--- src/rtl/jtdsp16_prog_loader.sv ---
// jtdsp16_prog_loader: streams download bytes into the DSP16 program ROM, holding the DSP in reset until the image is loaded.
module jtdsp16_prog_loader #(
  parameter int LEN  = 8192,
  parameter int HOLD = 16
) (
  input  logic        clk_i,
  input  logic        rst_i,
  input  logic        start_i,
  input  logic        abort_i,
  input  logic [7:0]  dl_data_i,
  input  logic        dl_valid_i,
  output logic        dl_ready_o,
  output logic [12:0] prog_addr_o,
  output logic [7:0]  prog_data_o,
  output logic        prog_we_o,
  output logic        dsp_rst_o,
  output logic        busy_o,
  output logic        done_o,
  output logic [15:0] checksum_o
);
  typedef enum logic [1:0] {S_IDLE, S_LOAD, S_HOLD, S_DONE} state_t;
  localparam logic [12:0] LAST  = 13'(LEN - 1);
  localparam logic [7:0]  HLAST = 8'(HOLD - 1);
  state_t      state_q;
  logic [12:0] cnt_q, prog_addr_q;
  logic [7:0]  hold_q, prog_data_q;
  logic [15:0] checksum_q;
  logic        prog_we_q, dsp_rst_q, busy_q, done_q, acc;
  assign dl_ready_o  = (state_q == S_LOAD) & ~abort_i;
  assign acc         = dl_valid_i & dl_ready_o;
  assign prog_addr_o = prog_addr_q;
  assign prog_data_o = prog_data_q;
  assign prog_we_o   = prog_we_q;
  assign dsp_rst_o   = dsp_rst_q;
  assign busy_o      = busy_q;
  assign done_o      = done_q;
  assign checksum_o  = checksum_q;
  always_ff @(posedge clk_i or posedge rst_i) begin
    if (rst_i) begin
      state_q     <= S_IDLE;
      cnt_q       <= '0;
      hold_q      <= '0;
      prog_addr_q <= '0;
      prog_data_q <= '0;
      checksum_q  <= '0;
      prog_we_q   <= 1'b0;
      dsp_rst_q   <= 1'b1;
      busy_q      <= 1'b0;
      done_q      <= 1'b0;
    end else begin
      prog_we_q <= acc;
      if (acc) begin
        prog_addr_q <= cnt_q;
        prog_data_q <= dl_data_i;
        checksum_q  <= checksum_q + {8'd0, dl_data_i};
        cnt_q       <= cnt_q + 13'd1;
      end
      case (state_q)
        S_IDLE, S_DONE: if (start_i) begin
          state_q    <= S_LOAD;
          cnt_q      <= '0;
          checksum_q <= '0;
          done_q     <= 1'b0;
          dsp_rst_q  <= 1'b1;
          busy_q     <= 1'b1;
        end
        S_LOAD: if (abort_i) begin
          state_q <= S_IDLE;
          busy_q  <= 1'b0;
        end else if (acc && cnt_q == LAST) begin
          state_q <= S_HOLD;
          hold_q  <= '0;
        end
        S_HOLD: if (abort_i) begin
          state_q <= S_IDLE;
          busy_q  <= 1'b0;
        end else if (hold_q == HLAST) begin
          state_q   <= S_DONE;
          dsp_rst_q <= 1'b0;
          done_q    <= 1'b1;
          busy_q    <= 1'b0;
        end else hold_q <= hold_q + 8'd1;
        default: state_q <= S_IDLE;
      endcase
    end
  end
endmodule

--- config.mk ---
export PLATFORM = sky130hd
export DESIGN_NAME = jtdsp16_prog_loader
export DESIGN_NICKNAME = d
export VERILOG_FILES = /design/src/rtl/jtdsp16_prog_loader.sv
export SDC_FILE = /design/constraint.sdc
export NUM_CORES = 1
export LEC_CHECK = 0
export BUFFER_PORTS_ARGS = -buffer_cell sky130_fd_sc_hd__buf_2
export CELL_PAD_IN_SITES_DETAIL_PLACEMENT = 0
export CELL_PAD_IN_SITES_GLOBAL_PLACEMENT = 1
export CORE_UTILIZATION = 43
export CTS_CLUSTER_SIZE = 24
export DETAILED_ROUTE_END_ITERATION = 8
export PLACE_DENSITY_LB_ADDON = 0.1
export SLEW_MARGIN = 20
export SYNTH_ARGS = -nofsm -noshare
export SYNTH_HDL_FRONTEND = slang
export SYNTH_SLANG_ARGS = --single-unit
--- constraint.sdc ---
create_clock -name clk_i -period 2.3 [get_ports clk_i]
set_clock_uncertainty 0.15 [all_clocks]
set_input_delay 0.115 -clock clk_i [delete_from_list [all_inputs] [get_ports clk_i]]
set_output_delay 0.115 -clock clk_i [all_outputs]
set_load 0.05 [all_outputs]
==> metrics.txt <==
DR iter-0 viols=164; Final setup viols=0; Wirelength per Cell=13.81 um; setup bufs post-CTS=0; diode count=0; setup TNS=0 ns; pin count of the biggest net entering global routing=65; max_cap viols=0; Top Family by Delay on Critical Path=compound AO/OA/AOI/OAI gates; post-route setup slack=0.1242 ns; CP Launch Type=input pin; Synth area leaders=dfrtp_1, nand2_1, ha_1, o21ai_0, nand3_1; I/O Buffers=54; later-pin clock latency in the skew report=0.34 ns; # rows=32; filler cell count=760; layout cells sized above 1=20.99%; Layout area overhead=22.80%; crit end category=flop; min cycle time layout=2.176 ns; synth warn=0; WS Path Type=input pin to flop; top-count cell post-synth=nand2_1; Buf/Inv on CP=2; Die Ht=90.88 um; Comb power frac=42.8%; gpl congestion=0.8135; flops & latches, synth=64; RSZ-0062 raised after global routing=no; clk root buf=clkbuf_8; TritonCTS buffer count=9; post-synthesis simple-gate area fraction=22.84%; CTS tree=built; clock power share=24.7%; clock slew at reported path FFs=0.07 ns; share of Yosys cell area claimed by the top area cell type=46.41%; 1st-pass router iterations=4; Syn Area/Cell=9.332 um^2; die width=90.88 um; Final nets=464; Net Sw Frac=43.51%; hold crit path type=input pin to flop; vias in the first global route=2741; Mapped Nets=390; Fin. Hold Viols=0; dpl hpwl=5179 um; EDFF count, synth=0; Final period util=94.60%; largest family of logic cells by synthesized area=simple AND/OR/NAND/NOR gates; pre-CTS setup slack=0.1055 ns; Switch Pwr=1.954 mW; maximum buffer depth of the clock tree=2; mux cell area share after synthesis=1.805%; CP peak stage delay=0.53 ns; Worst-Margin Slew=0.5299 ns; outcome=finished clean; max_slew headroom=64.59%; adder-cell share of the synthesized area=5.009%; Post-Synth XOR/XNOR Area=3.094%; Lkg Pwr=2.078 nW; Total GRT Usage=19.67%; Vias/cell=5.310; IO Pins=55; synthesized area=0.003397 mm^2; cell count after synthesis=364; Commonest cells post-synth=nand2_1, dfrtp_1, o21ai_0; Final ANT Viol Nets=0; vias after detailed routing=2894; count of cell types in the netlist=54; critical-path cell list=dlygate4sd3_1, buf_2, ha_1, fa_1, a211oi_2, o211a_1, o311ai_0, o41ai_1; dpl cells=519; critical path fanouts, max=8; CP Data Arrival Time=2.25 ns; drc violations=0; Non-Filler Instances=545; Power per Cell Area=1077 mW/mm^2; Seq pwr share=32.5%; final WL=7525 um; Starting Density=44.19%; antenna violations before repair=0; Pint=2.538 mW; clock sink count=64; grt ovf=0; Max VDD drop=692.1 uV; Most used DFF post-synth=dfrtp_1; Pins Over Slew Limit=0; WP data required=2.38 ns; core region area=0.007687 mm^2; Synth area leader=dfrtp_1; Util after Layout=54.26%; die area=0.008259 mm^2; fmax=0.4596 GHz; global-route wire length before repair=13030 um; CP max stage cell=dlygate4sd3_1; Async SR Flop Fraction=100.0%; Synth Area in Compound Gates=16.94%; post-synthesis sequential area ratio=47.18%; H-tree Lvls=3; Final Hold Slack=0.07231 ns
[worst reg2reg max path: stages (launching register included)]
cell,delay [ns]
dfrtp_1,0.40
ha_1,0.21
fa_1,0.43
a211oi_2,0.24
o211a_1,0.32
o311ai_0,0.18
o41ai_1,0.10
[state kept, by name, indices dropped and copies added, names as in the netlist]
signal and count:
checksum_o 16, cnt_q 13, prog_addr_o 13, hold_q 8
prog_data_o 8, state_q 2, busy_o 1, done_o 1
dsp_rst_o 1, prog_we_o 1
[logic make-up after synthesis]
logic type / Yosys count
simple gates: 161
flops: 64
buf+inv: 26
compound gates: 82
mux: 6
xor+xnor: 12
fa+ha+maj: 13
[what timing repair did]
item | in CTS | in global routing
endpoints found under the hold margin | 74 | 0
gates resized for setup | 0 | 2
hold buffers | 10 | 0
setup endpoints to repair | 0 | 4
[worst paths after layout]
path / start / end / slack (ns) / depth (start not counted)
min in group asynchronous: rst_i / checksum_o[15] / 0.24 / 4
max in group asynchronous: rst_i / dsp_rst_o / 1.45 / 4
hold reg to reg: prog_data_o[4] / prog_data_o[4] / 0.32 / 2
setup reg to reg: checksum_o[0] / checksum_o[14] / 0.17 / 6
setup / recovery: dl_data_i[0] / checksum_o[14] / 0.12 / 8
hold / removal: abort_i / state_q[0] / 0.07 / 3
[metal layers]
metal | track usage [%] | routed length, um | vias to the layer above
met4 | 7.143 | 70 | 0
met1 | 28.74 | 3908 | 1385
met5 | 0 | 0 | -
met3 | 2.778 | 224 | 5
met2 | 29.67 | 3322 | 54
li1 | - | - | 1450
[power by group through the flow]
stage / logic, mW / clock network, mW / registers (mW)
floorplan: 0.924 / 0 / 2.02
global placement: 1.90 / 0 / 1.47
detailed placement: 1.91 / 0 / 1.48
CTS: 1.93 / 1.14 / 1.46
global route: 2.10 / 1.20 / 1.49
finish: 1.92 / 1.11 / 1.46
[layout by cell type (no fill, tap or decap), types with 5 or more instances in the layout]
master	n
nand3_1	18
nand2b_1	7
dlygate4sd3_1	10
ha_1	12
a21oi_1	17
nor3_1	6
nand4_1	7
nor2_1	15
o21ai_0	23
mux2i_1	5
buf_4	11
xor2_1	5
nand2_1	83
o41ai_1	5
buf_2	54
clkbuf_8	9
xnor2_1	7
dfrtp_1	63
inv_1	11
[area by class of cell]
class / count / area, um^2 / area share, %
Multi-Input combinational cell: 274 / 1693 / 40.58
Sequential cell: 64 / 1603 / 38.42
Timing Repair Buffer: 76 / 473.0 / 11.34
Tap cell: 102 / 127.6 / 3.059
Clock buffer: 9 / 123.9 / 2.969
Clock inverter: 7 / 102.6 / 2.459
Inverter: 13 / 48.80 / 1.170
[through the flow]
stage / total power, mW / instance area, um^2
2_1_floorplan: 2.944 / 3397
5_1_grt: 4.785 / 4172
3_3_place_gp: 3.377 / 3840
3_5_place_dp: 3.395 / 3840
6_report: 4.492 / 4172
4_1_cts: 4.531 / 4167
No activity file was read; power rests on OpenSTA's default activity.
